<file path="src/rtl/gmii_rx_capture.sv">
// gmii_rx_capture
//   Samples a GMII receive interface, strips preamble and SFD, and writes the
//   frame payload (FCS included) into the RX FIFO write port. The last byte of
//   each frame carries fifo_eof, and fifo_err marks a bad frame: PHY error,
//   runt, giant, or bytes lost to a full FIFO.
//
// Ports
//   gmii_rx_clk   : receive clock, all logic on the rising edge
//   sys_rst       : synchronous active-high reset
//   gmii_rx_dv    : PHY receive data valid
//   gmii_rx_er    : PHY receive error
//   gmii_rxd      : PHY receive data byte
//   fifo_full     : FIFO cannot accept a write this cycle
//   fifo_we       : FIFO write strobe (registered)
//   fifo_dout     : payload byte (registered)
//   fifo_eof      : with fifo_we, last byte of the frame
//   fifo_err      : with fifo_eof, frame is bad
//   frame_ok_cnt  : good frames delivered (wraps)
//   frame_err_cnt : bad or dropped frames (wraps)
module gmii_rx_capture #(
  parameter int MIN_LEN = 64,
  parameter int MAX_LEN = 1518,
  parameter int CNT_W   = 16
) (
  input  logic             gmii_rx_clk,
  input  logic             sys_rst,
  input  logic             gmii_rx_dv,
  input  logic             gmii_rx_er,
  input  logic [7:0]       gmii_rxd,
  input  logic             fifo_full,
  output logic             fifo_we,
  output logic [7:0]       fifo_dout,
  output logic             fifo_eof,
  output logic             fifo_err,
  output logic [CNT_W-1:0] frame_ok_cnt,
  output logic [CNT_W-1:0] frame_err_cnt
);

  localparam logic [7:0]       PRE_BYTE = 8'h55;
  localparam logic [7:0]       SFD_BYTE = 8'hD5;
  localparam logic [CNT_W-1:0] MIN_C    = CNT_W'(MIN_LEN);
  localparam logic [CNT_W-1:0] MAX_C    = CNT_W'(MAX_LEN);

  typedef enum logic [1:0] {IDLE, PRE, DATA, DROP} state_t;

  // Stage-1 copies of the PHY pins; the FSM only ever looks at these.
  logic             dv_q;
  logic             er_q;
  logic [7:0]       rxd_q;

  state_t           state_reg;
  logic [7:0]       hold_reg;
  logic             hold_valid_reg;
  logic [CNT_W-1:0] len_reg;
  logic             err_reg;
  logic             ovf_reg;

  // Verdict for the frame whose last byte is currently in the hold register.
  logic frame_bad;
  assign frame_bad = err_reg | ovf_reg | (len_reg < MIN_C) | (len_reg > MAX_C);

  always_ff @(posedge gmii_rx_clk) begin
    if (sys_rst) begin
      dv_q           <= 1'b0;
      er_q           <= 1'b0;
      rxd_q          <= 8'h00;
      state_reg      <= IDLE;
      hold_reg       <= 8'h00;
      hold_valid_reg <= 1'b0;
      len_reg        <= '0;
      err_reg        <= 1'b0;
      ovf_reg        <= 1'b0;
      fifo_we        <= 1'b0;
      fifo_dout      <= 8'h00;
      fifo_eof       <= 1'b0;
      fifo_err       <= 1'b0;
      frame_ok_cnt   <= '0;
      frame_err_cnt  <= '0;
    end else begin
      dv_q  <= gmii_rx_dv;
      er_q  <= gmii_rx_er;
      rxd_q <= gmii_rxd;

      // Write strobes are single-cycle pulses; dout holds its last value.
      fifo_we  <= 1'b0;
      fifo_eof <= 1'b0;
      fifo_err <= 1'b0;

      case (state_reg)
        IDLE: begin
          // er_q without dv_q (carrier extension / false carrier) is ignored.
          if (dv_q) begin
            if (rxd_q == PRE_BYTE) begin
              state_reg <= PRE;
            end else if (rxd_q == SFD_BYTE) begin
              state_reg      <= DATA;
              len_reg        <= '0;
              err_reg        <= 1'b0;
              ovf_reg        <= 1'b0;
              hold_valid_reg <= 1'b0;
            end else begin
              state_reg <= DROP;
            end
          end
        end

        PRE: begin
          if (!dv_q) begin
            state_reg <= IDLE;
          end else if (rxd_q == SFD_BYTE) begin
            state_reg      <= DATA;
            len_reg        <= '0;
            err_reg        <= 1'b0;
            ovf_reg        <= 1'b0;
            hold_valid_reg <= 1'b0;
          end else if (rxd_q != PRE_BYTE) begin
            state_reg <= DROP;
          end
        end

        DATA: begin
          if (dv_q) begin
            // One-byte hold lets the final byte be tagged with eof once
            // dv drops, without knowing the frame length in advance.
            hold_reg       <= rxd_q;
            hold_valid_reg <= 1'b1;
            if (hold_valid_reg) begin
              if (!fifo_full) begin
                fifo_we   <= 1'b1;
                fifo_dout <= hold_reg;
              end else begin
                ovf_reg <= 1'b1;
              end
            end
            if (len_reg != '1) begin
              len_reg <= len_reg + 1'b1;
            end
            if (er_q) begin
              err_reg <= 1'b1;
            end
          end else begin
            state_reg      <= IDLE;
            hold_valid_reg <= 1'b0;
            if (hold_valid_reg && !fifo_full) begin
              fifo_we   <= 1'b1;
              fifo_dout <= hold_reg;
              fifo_eof  <= 1'b1;
              fifo_err  <= frame_bad;
              if (frame_bad) begin
                frame_err_cnt <= frame_err_cnt + 1'b1;
              end else begin
                frame_ok_cnt <= frame_ok_cnt + 1'b1;
              end
            end else begin
              // Empty frame (SFD straight into dv low) or eof byte lost to a
              // full FIFO: the frame never completes downstream.
              frame_err_cnt <= frame_err_cnt + 1'b1;
            end
          end
        end

        DROP: begin
          if (!dv_q) begin
            state_reg     <= IDLE;
            frame_err_cnt <= frame_err_cnt + 1'b1;
          end
        end

        default: state_reg <= IDLE;
      endcase
    end
  end

endmodule

</file>
<file path="config.mk">
export PLATFORM = sky130hd
export DESIGN_NAME = gmii_rx_capture
export DESIGN_NICKNAME = d
export VERILOG_FILES = /design/src/rtl/gmii_rx_capture.sv
export SDC_FILE = /design/constraint.sdc
export NUM_CORES = 1
export LEC_CHECK = 0
export ABC_AREA = 1
export ABC_CLOCK_PERIOD_IN_PS = 4800
export CORE_MARGIN = 4
export CORE_UTILIZATION = 53
export CTS_CLUSTER_DIAMETER = 80
export DETAILED_ROUTE_END_ITERATION = 7
export PLACE_DENSITY = 0.74
export SLEW_MARGIN = 20
export SYNTH_ARGS = -nofsm -noshare
export SYNTH_HDL_FRONTEND = slang
export SYNTH_SLANG_ARGS = --single-unit
</file>
<file path="constraint.sdc">
create_clock -name gmii_rx_clk -period 4.8 [get_ports gmii_rx_clk]
set_input_delay 1.2 -clock gmii_rx_clk [delete_from_list [all_inputs] [get_ports gmii_rx_clk]]
set_output_delay 1.2 -clock gmii_rx_clk [all_outputs]
set_load 0.05 [all_outputs]
</file>
==> reports/metrics.csv <==
stage;metric;value;unit
timing;unrepaired setup endpoints after global routing;no;
grt;largest net degree at the start of global routing;59;
timing;clk_skew;0.0198;ns
clock_network;post_cts resized;0;
timing;Max-Slew Margin vs Limit;48.8;%
power_and_ir_drop;Reg power frac;52.3;%
layout;layout cells sized above 1;8.53;%
layout;number of diodes;0;
synth;Post-Synthesis Net Count;675;
place;Cell Area, Placed;4980;sq um
power_and_ir_drop;PnR Total Power;1390;uW
place;GP Congestion;0.874;
grt;first-pass GRT wire length;17700;um
clock_network;Skew-Pair Late Insertion Delay;0.36;ns
critical_path;Startpoint Class;input port;
flow_run;Max-Cap Viols;0;
route;WL/cell;12.8;um
layout;most frequent cells in the layout;nor2_1, nand2_1, dfxtp_1;
min_path;Hold Crit Class;flop to flop;
power_and_ir_drop;Gate power share;12.8;%
floorplan;die width;100;um
power_and_ir_drop;PD cells;269;nW/um^2
layout;fin area;5170;sq um
power_and_ir_drop;switching share of power;28.9;%
critical_path;crit path max fanout;20;
route;WL final;10300;um
synth;sequential fraction of the synthesis area;36.6;%
critical_path;Crit path required time;5.01;ns
place;Placed Cells;793;
power_and_ir_drop;Clk pwr share;34.9;%
clock_network;Post CTS Setup Buffer Count;0;
clock_network;H-Tree Depth;3;
critical_path;register-to-register setup slack;2.56;ns
place;Place WS;1.44;ns
power_and_ir_drop;Internal;990;uW
route;starting DRC count in detailed routing;179;
run_status;status;complete, no violations;
critical_path;Setup crit end kind;flop;
floorplan;num ports;56;
clock_network;hold_buf cts;0;
route;antenna-violating nets left;0;
floorplan;Initial Util;54.6;%
place;Final HPWL DP;7240;um
timing;Fmax;329;MHz
grt;Total GRT Usage;21.0;%
synth;Synth Cell Area;4490;sq um
layout;area grow syn2layout;15.2;%
floorplan;# rows;33;
route;first drt pass iteration count;5;
timing;Final WS setup;1.76;ns
floorplan;die area;10000;sq um
clock_network;Longest Clk Path Bufs;2;
power_and_ir_drop;Psw;402;uW
synth;yosys warns;0;
route;vias;4313;
synth;Mapped Cells;659;
layout;FILL cells;789;
grt;initial antenna violation count;0;
timing;period utilization;63.3;%
grt;vias in the first global route;4020;
clock_network;clock root buffer;clkbuf_8;
critical_path;Worst EP arrival;3.25;ns
timing;final slew viol count;0;
layout;nets;715;
timing;setup violators final;0;
power_and_ir_drop;P_leak;0.00186;uW
clock_network;CTS tree;built;
floorplan;CORE AREA;8220;sq um
timing;final hold violation count;0;
layout;Final Non-Filler Cells;808;
synth;Avg Inst Size Synth;6.81;sq um
timing;Worst Tran Pin Value;0.766;ns
critical_path;crit path kind;input port to flop;
timing;min cycle time layout;3.04;ns
floorplan;die height;100;um
synth;synthesized flop and latch total;82;
synth;post-synth cell types;34;
clock_network;Worst-path clk slew;0.08;ns
power_and_ir_drop;Max IR drop VDD;247;uV
layout;most common cell after layout, fill and taps aside;nor2_1;
route;number of remaining DRC errors;0;
timing;final setup TNS;0;ns
clock_network;Num CTS Buffers;9;
route;Vias/cell;5.34;
grt;Overflow after GRT;0;
clock_network;Clock Sinks;82;
place;# port buffers;55;
## path summary, 6_finish.rpt
check,from,end,cells after the start
min reg2reg,rxd_q[7],hold_reg[7],2
max reg2reg,state_reg[1],frame_ok_cnt[0],8
min,rxd_q[7],hold_reg[7],2
max,fifo_full,frame_ok_cnt[0],8
## power groups by stage
stage | Sequential, uW | Clock [uW] | Combinational [uW]
6_report | 727 | 486 | 178
5_1_grt | 731 | 527 | 198
4_1_cts | 727 | 498 | 177
3_5_place_dp | 742 | 0 | 176
3_3_place_gp | 742 | 0 | 173
2_1_floorplan | 744 | 0 | 148
## synth_stat cells
cell	count	share of area, %
nor2_1	123	10
nand2_1	112	9.4
dfxtp_1	82	37
inv_1	63	5.3
nand3_1	54	6.0
o21ai_0	41	4.6
a21oi_1	38	4.2
nand4_1	28	3.9
nand2_2	16	2.2
nor3_1	14	1.6
xor2_1	13	2.5
clkbuf_1	12	1.0
a21oi_2	11	2.1
xnor2_1	10	2.0
inv_2	5	0.42
buf_6	4	1.0
nor2_2	4	0.56
buf_2	3	0.33
buf_4	3	0.50
clkbuf_8	3	0.92
ha_1	3	0.84
o21bai_1	3	0.50
clkbuf_2	2	0.22
nand2_4	2	0.50
a211oi_1	1	0.17
buf_12	1	0.45
nand3_2	1	0.22
nand3_4	1	0.39
nor2_4	1	0.25
nor2_8	1	0.45
nor3b_1	1	0.17
nor4_1	1	0.14
o21ai_1	1	0.11
or2_2	1	0.14
## per-layer routing
metal,vias to the layer above,wire (um),track usage (%)
met2,105,4840,34.7
li1,2210,-,-
met5,-,0,0
met1,1985,4910,27.8
met3,13,432,3.47
met4,0,128,7.15
## kinds of logic after synthesis
group           synth area share, %
simple gates                   36.2
compound gates                 11.7
fa+ha+maj                     0.837
flops                          36.6
buf+inv                        10.1
xor+xnor                       4.49
## layout make-up
cell class / count / area, sq um / share of cell area [%]
Multi-Input combinational cell: 481 / 2390 / 46.3
Sequential cell: 82 / 1640 / 31.8
Timing Repair Buffer: 57 / 561 / 10.9
Inverter: 68 / 255 / 4.94
Clock buffer: 11 / 131 / 2.54
Tap cell: 105 / 131 / 2.54
Clock inverter: 4 / 53.8 / 1.04
## metrics by stage
step	utilization [%]	hold WS, ns
floorplan	-	0.444
global placement	60.6	0.457
detailed placement	60.6	0.466
CTS	62.8	0.477
global route	62.9	0.515
finish	62.9	0.479
## critical path, cell delays in order
cell	delay (ns)
clkdlybuf4s50_1	0.48
nor2_1	0.17
nand2_1	0.26
inv_1	0.12
buf_4	0.25
nand4_1	0.45
nand2_1	0.22
a21oi_1	0.08
Power figures use the tool's default switching activity.
